**config.mk**
```make
export PLATFORM = sky130hd
export DESIGN_NAME = cic_dec
export DESIGN_NICKNAME = d
export VERILOG_FILES = /design/src/rtl/ddc_pkg.sv /design/src/rtl/cic_comb_stage.sv /design/src/rtl/cic_dec.sv
export SDC_FILE = /design/constraint.sdc
export NUM_CORES = 2
export LEC_CHECK = 0
export ABC_AREA = 1
export CAP_MARGIN = 0
export CORE_MARGIN = 2
export CORE_UTILIZATION = 43
export DETAILED_ROUTE_END_ITERATION = 10
export PLACE_DENSITY = 0.56
export SYNTH_ARGS = -nofsm -noshare
export SYNTH_HDL_FRONTEND = slang
export SYNTH_SLANG_ARGS = --single-unit
```
**constraint.sdc**
```tcl
create_clock -name clk -period 8.1 [get_ports clk]
set_input_delay 1.215 -clock clk [delete_from_list [all_inputs] [get_ports clk]]
set_output_delay 1.215 -clock clk [all_outputs]
set_load 0.02 [all_outputs]
```
**src/rtl/ddc_pkg.sv**
```systemverilog
// Shared DDC chain definitions: CIC stage count, rate limits, accumulator
// width derivation and the rate-to-gain-shift table for the CIC decimator.
package ddc_pkg;

  localparam int unsigned CIC_N         = 4;
  localparam int unsigned CIC_MAXRATE   = 255;
  localparam int unsigned CIC_RATE_BITS = 8;
  // Worst-case bit growth: N stages of log2(256) bits each.
  localparam int unsigned CIC_GROWTH    = CIC_N * CIC_RATE_BITS;
  localparam int unsigned CIC_SHIFT_W   = 6;
  localparam int unsigned CIC_TAB_BITS  = (CIC_MAXRATE + 1) * CIC_SHIFT_W;

  typedef logic [CIC_SHIFT_W-1:0]   cic_shift_t;
  typedef logic [CIC_RATE_BITS-1:0] cic_rate_t;

  function automatic int unsigned cic_accw(input int unsigned width);
    return width + CIC_GROWTH;
  endfunction

  // Entry r holds ceil(4*log2(r)), i.e. the smallest s with 2^s >= r^4.
  // Entry 0 mirrors entry 1 because a rate of 0 runs as rate 1.
  function automatic logic [CIC_TAB_BITS-1:0] cic_build_shift_tab();
    logic [CIC_TAB_BITS-1:0] tab;
    longint unsigned rr;
    longint unsigned p;
    int unsigned     s;
    tab = '0;
    s   = 0;
    for (int unsigned r = 1; r <= CIC_MAXRATE; r++) begin
      rr = 64'(r);
      p  = rr * rr * rr * rr;
      // s is monotonic in r, so it is carried across iterations.
      while ((64'd1 << s) < p) s++;
      tab[r*CIC_SHIFT_W +: CIC_SHIFT_W] = CIC_SHIFT_W'(s);
    end
    return tab;
  endfunction

  localparam logic [CIC_TAB_BITS-1:0] CIC_SHIFT_TAB = cic_build_shift_tab();

  function automatic cic_shift_t cic_shift(input cic_rate_t rate);
    return CIC_SHIFT_TAB[int'(rate)*CIC_SHIFT_W +: CIC_SHIFT_W];
  endfunction

endpackage

```
**src/rtl/cic_comb_stage.sv**
```systemverilog
// One CIC comb section: registered difference against the previous accepted
// sample, advancing only on its strobe, with the strobe re-timed alongside.
module cic_comb_stage #(
  parameter int unsigned W = 56
) (
  input  logic         clk,
  input  logic         rst,
  input  logic         run,
  input  logic         stb,
  input  logic [W-1:0] sample,
  output logic         stb_next,
  output logic [W-1:0] diff
);

  logic [W-1:0] dly;

  // Differentiate on strobe; the strobe itself always moves one cycle on.
  always_ff @(posedge clk) begin
    if (!rst || !run) begin
      stb_next <= 1'b0;
      diff     <= '0;
      dly      <= '0;
    end else begin
      stb_next <= stb;
      if (stb) begin
        diff <= sample - dly;
        dly  <= sample;
      end
    end
  end

endmodule

```
**src/rtl/cic_dec.sv**
```systemverilog
// Programmable-rate 4-stage CIC decimator (rate 1..255) with rate-dependent
// gain normalisation; one strobed output per decimated sample, 6 cycles
// after the decimating input strobe.
module cic_dec
  import ddc_pkg::*;
#(
  parameter int unsigned IWIDTH = 16,
  parameter int unsigned WIDTH  = 24,
  parameter int unsigned N      = CIC_N,
  parameter int unsigned ACCW   = cic_accw(WIDTH)
) (
  input  logic              clk,
  input  logic              rst,
  input  logic              run,
  input  logic [7:0]        rate,
  input  logic              stb_in,
  input  logic [IWIDTH-1:0] data_in,
  output logic              stb_out,
  output logic [WIDTH-1:0]  data_out
);

  localparam int unsigned PIPE = N + 2;

  logic              clear;
  logic [ACCW-1:0]   x;
  logic [ACCW-1:0]   integ [N];
  logic [7:0]        cnt;
  logic              stb_c0;
  logic              stb_c1;
  logic [ACCW-1:0]   cap;
  logic              stb_stage [N];
  logic [ACCW-1:0]   comb_q    [N];
  cic_shift_t        sh_pipe   [PIPE];

  always_comb begin
    clear = !rst || !run;
    // Sign-extend, then place the sample at the top of the output width.
    x = ACCW'($signed(data_in)) << (WIDTH - IWIDTH);
  end

  // Integrator chain: each stage accumulates the previous stage's old value.
  always_ff @(posedge clk) begin
    if (clear) begin
      for (int unsigned k = 0; k < N; k++) integ[k] <= '0;
    end else if (stb_in) begin
      integ[0] <= integ[0] + x;
      for (int unsigned k = 1; k < N; k++) integ[k] <= integ[k] + integ[k-1];
    end
  end

  // Frame counter: rate is sampled only when the counter reloads.
  always_ff @(posedge clk) begin
    if (clear) begin
      cnt    <= '0;
      stb_c0 <= 1'b0;
    end else begin
      stb_c0 <= 1'b0;
      if (stb_in) begin
        if (cnt == 8'd0) begin
          cnt    <= (rate == 8'd0) ? 8'd0 : rate - 8'd1;
          stb_c0 <= 1'b1;
        end else begin
          cnt <= cnt - 8'd1;
        end
      end
    end
  end

  // Gain shift rides alongside the strobe so back-to-back outputs at
  // differing rates each use the shift chosen at their own reload.
  always_ff @(posedge clk) begin
    if (clear) begin
      for (int unsigned k = 0; k < PIPE; k++) sh_pipe[k] <= '0;
    end else begin
      sh_pipe[0] <= cic_shift(rate);
      for (int unsigned k = 1; k < PIPE; k++) sh_pipe[k] <= sh_pipe[k-1];
    end
  end

  // Capture the last integrator at the decimation instant.
  always_ff @(posedge clk) begin
    if (clear) begin
      stb_c1 <= 1'b0;
      cap    <= '0;
    end else begin
      stb_c1 <= stb_c0;
      if (stb_c0) cap <= integ[N-1];
    end
  end

  for (genvar g = 0; g < N; g++) begin : g_comb
    if (g == 0) begin : g_first
      cic_comb_stage #(.W(ACCW)) u_stage (
        .clk      (clk),
        .rst      (rst),
        .run      (run),
        .stb      (stb_c1),
        .sample   (cap),
        .stb_next (stb_stage[g]),
        .diff     (comb_q[g])
      );
    end else begin : g_rest
      cic_comb_stage #(.W(ACCW)) u_stage (
        .clk      (clk),
        .rst      (rst),
        .run      (run),
        .stb      (stb_stage[g-1]),
        .sample   (comb_q[g-1]),
        .stb_next (stb_stage[g]),
        .diff     (comb_q[g])
      );
    end
  end

  // Normalise gain by truncating shift; hold the sample between strobes.
  always_ff @(posedge clk) begin
    if (clear) begin
      stb_out  <= 1'b0;
      data_out <= '0;
    end else begin
      stb_out <= stb_stage[N-1];
      if (stb_stage[N-1]) data_out <= WIDTH'(comb_q[N-1] >> sh_pipe[PIPE-1]);
    end
  end

endmodule

```
==> results.tsv <==
stage	metric	value	unit
outcome	status	complete, no violations	
timing	hold_viol_final	0	
timing	clock_skew	0.0299	ns
grt	grt-ovfl-total	0	
timing	fin_crit_sh	45.0	%
timing	setup_tns	0	ns
drt	vias_per_cell	5.14	
drt	drt_iter0_markers	5988	
setup_path	cp_max_fo	82	
timing	period_minus_slack	3.65	ns
logic_synthesis	synth_edf_count	192	
layout	final_cell_count_no_fill	12700	
power	total_power	9.89	mW
power	total_leakage_power	35.3	nW
grt	antenna_found_initial	3	
clock_network	cts_tree	built	
logic_synthesis	ys_seq_area_share	26.8	%
setup_path	startpoint	stb_in	
clock_network	cts_resized	0	
setup_path	regToRegEndpoint	data_out[0]	
drt	antenna_left	0	
clock_network	root_buffer	clkbuf_16	
hold_path	whs_endpoint	sh_pipe[5][2]	
setup_path	cp.arrival	4.18	ns
grt	grt_pass1_vias	60100	
power	vdd_drop_max	147	uV
setup_path	end_kind	flop	
timing	fmax	274	MHz
drt	wl_per_cell	17.9	um
floorplan	dieArea	150000	um2
timing	slew_headroom	23.6	%
clock_network	clock-sinks	748	
grt	grt_use_total	29.6	%
floorplan	core_area	146000	um2
drt	firstDrtPassIters	8	
layout	nets	11100	
clock_network	h-tree-depth	3	
flow_run	cap_viol_max_count	0	
setup_path	critPathRequiredTime	8.64	ns
logic_synthesis	synthFlopType	dfxtp_1	
hold_path	hp-start	sh_pipe[4][2]	
setup_path	critPathSlowestCell	nor2_2	
setup_path	worstPathCellList	clkdlybuf4s50_1 > inv_1 > nor2_2 > inv_6 > buf_4 > nor3b_1	
grt	grt_max_degree	106	
logic_synthesis	yosysWarnings	0	
logic_synthesis	synth_top_area_share	19.5	%
power	power_density	144	nW/um2
setup_path	r2r_slack	4.86	ns
hold_path	hp-class	reg2reg	
floorplan	dieHeight	387	um
floorplan	ios	53	
place	dp_cells	12500	
floorplan	num_rows	140	
hold_path	hold_depth	2	
clock_network	clkLatencyLatePin	0.72	ns
power	power.share.clock	44.2	%
power	internal_power	6.90	mW
timing	setup_violations	0	
logic_synthesis	synth.cell_area	63100	um2
layout	final_util	47.0	%
clock_network	postCtsSetupBuffers	0	
timing	slew_viol_final	0	
clock_network	clockBufferDepth	3	
drt	wl	227000	um
drt	via_count	65200	
logic_synthesis	synth_top_cell_by_area	nand2_1	
timing	rsz0062_at_grt	no	
floorplan	initial_utilization	43.3	%
setup_path	worstSetupPathType	in2reg	
setup_path	rr_worst_depth	8	
logic_synthesis	syn_inst	10700	
floorplan	die_x	387	um
timing	worstMarginPinSlew	1.14	ns
layout	drive_above_1_share	2.57	%
clock_network	path_clk_slew	0.05	ns
power	seqPwrFrac	40.4	%
logic_synthesis	async_reset_ff_share	0	%
logic_synthesis	synth_cell_type_count	49	
layout	syn_to_final_growth	8.52	%
setup_path	max_stage_delay	0.91	ns
drt	route.detailed.drc	0	
power	p_sw	2.98	mW
logic_synthesis	synthTopCellsByArea	nand2_1 20%, dfxtp_1 18%, inv_1 13%	
clock_network	hold_buffers	0	
place	place_hpwl	183000	um
setup_path	critPathLaunchType	input port	
clock_network	cts_made_buffers	92	
setup_path	r2r_start	sh_pipe[5][3]	
logic_synthesis	synth.avg_cell_area	5.87	um2
grt	grt_first_pass_wirelength	349000	um
place	port_buffers	52	
power	combPwrFrac	15.4	%
power	swShare	30.2	%
place	gp_congestion	0.953	
logic_synthesis	ys_seq_elements	748	
==> sequential cells by signal (all words and copies together) (netlist names), 3 cells and up <==
name	count
integ	192
g_comb.g_rest.u_stage.diff	165
g_comb.g_rest.u_stage.dly	165
g_comb.g_first.u_stage.diff	55
cap	48
g_comb.g_first.u_stage.dly	48
sh_pipe	36
data_out	24
cnt	8
g_comb.g_rest.u_stage.stb_next	3
==> layout make-up <==
class | count | area (um2)
timing repair buffer | 84 | 773
clock inverter | 42 | 417
sequential | 748 | 16900
multi-input combinational | 7632 | 37300
fill | 16000 | 77200
inverter | 2130 | 8010
antenna | 1 | 2.50
tap | 1917 | 2400
clock buffer | 129 | 2740
==> through the flow <==
step	hold slack [ns]	instance area, um2	setup slack [ns]
floorplan	0.394	63100	1.63
global placement	0.396	65400	3.81
detailed placement	0.397	65400	3.78
CTS	0.403	68500	4.55
global route	0.425	68500	4.37
finish	0.404	68500	4.45
==> layer usage <==
metal / GRT usage, % / wire length (um) / part of all wire, % / vias to the layer above
li1: - / - / - / 33600
met1: 42.8 / 109000 / 48 / 29400
met2: 45.3 / 94900 / 42 / 1889
met3: 5.63 / 17700 / 7.8 / 249
met4: 6.39 / 4900 / 2.2 / 0
met5: 0 / 0 / 0 / -
==> placed cells by master (no fill, tap or decap), types with 10 or more instances in the layout <==
cell and count:
clkbuf_1 15, o21bai_1 43, or2_0 12, clkbuf_8 15, clkinv_2 15, nor3_1 85, or2_2 42, nand2_1 3278
o21ai_1 28, dfxtp_1 549, o21ai_0 614, edfxtp_1 192, a21boi_0 12, clkbuf_16 99, nand3_1 706, nor2_1 1012
a31oi_1 14, buf_4 31, ha_1 413, clkdlybuf4s50_1 52, nand4_1 123, nand3b_1 17, o211ai_1 23, xnor2_1 36
xor2_1 82, a21oi_1 948, or2_1 25, a21o_1 30, inv_1 2116, nand2_2 10, o21a_1 19
==> cells by family after synthesis <==
group,Yosys count,share of synthesized area (%)
XOR/XNOR,118,1.64
other,2,0.0119
flip-flops,748,26.8
AND/OR/NAND/NOR,5341,34.4
adder cells (fa/ha/maj),420,8.41
AO/OA/AOI/OAI,1749,14.5
buffers and inverters,2371,14.3
==> worst max-delay path, delay by kind of cell <==
| family | cells | cell delay [ns] |
|---|---|---|
| buffers and inverters | 4 | 1.65 |
| AND/OR/NAND/NOR | 2 | 1.19 |
==> power groups by stage <==
stage	registers, mW	logic [mW]	clock network (mW)
2_1_floorplan	4.02	1.06	0
3_3_place_gp	4.08	1.47	0
3_5_place_dp	4.08	1.48	0
4_1_cts	4.00	1.49	4.49
5_1_grt	4.00	1.70	4.61
6_report	3.99	1.52	4.37
==> cells in the mapped netlist (17+ instances only) <==
master and number:
or2_1 25, o211ai_1 23, buf_2 31, ha_1 413
dfxtp_1 556, buf_1 30, o21ai_0 614, nor2_1 1013
nor3_1 85, xor2_1 82, or2_2 42, edfxtp_1 192
o21ai_1 28, nand2_1 3281, clkbuf_1 168, inv_1 2119
o21bai_1 43, nand4_1 123, nand3b_1 17, o21a_1 19
a21oi_1 948, a21o_1 30, xnor2_1 36, nand3_1 706
==> worst max-delay path by stage <==
stage,to,slack (ns),cells past startpoint
after floorplan,integ[0][10],1.63,4
after global placement,integ[0][10],3.81,6
after detailed placement,integ[0][10],3.78,6
after CTS,integ[0][10],4.55,6
after global routing,integ[0][10],4.37,6
final,integ[0][10],4.45,6
Note: power is estimated with default switching activity, not from simulation.
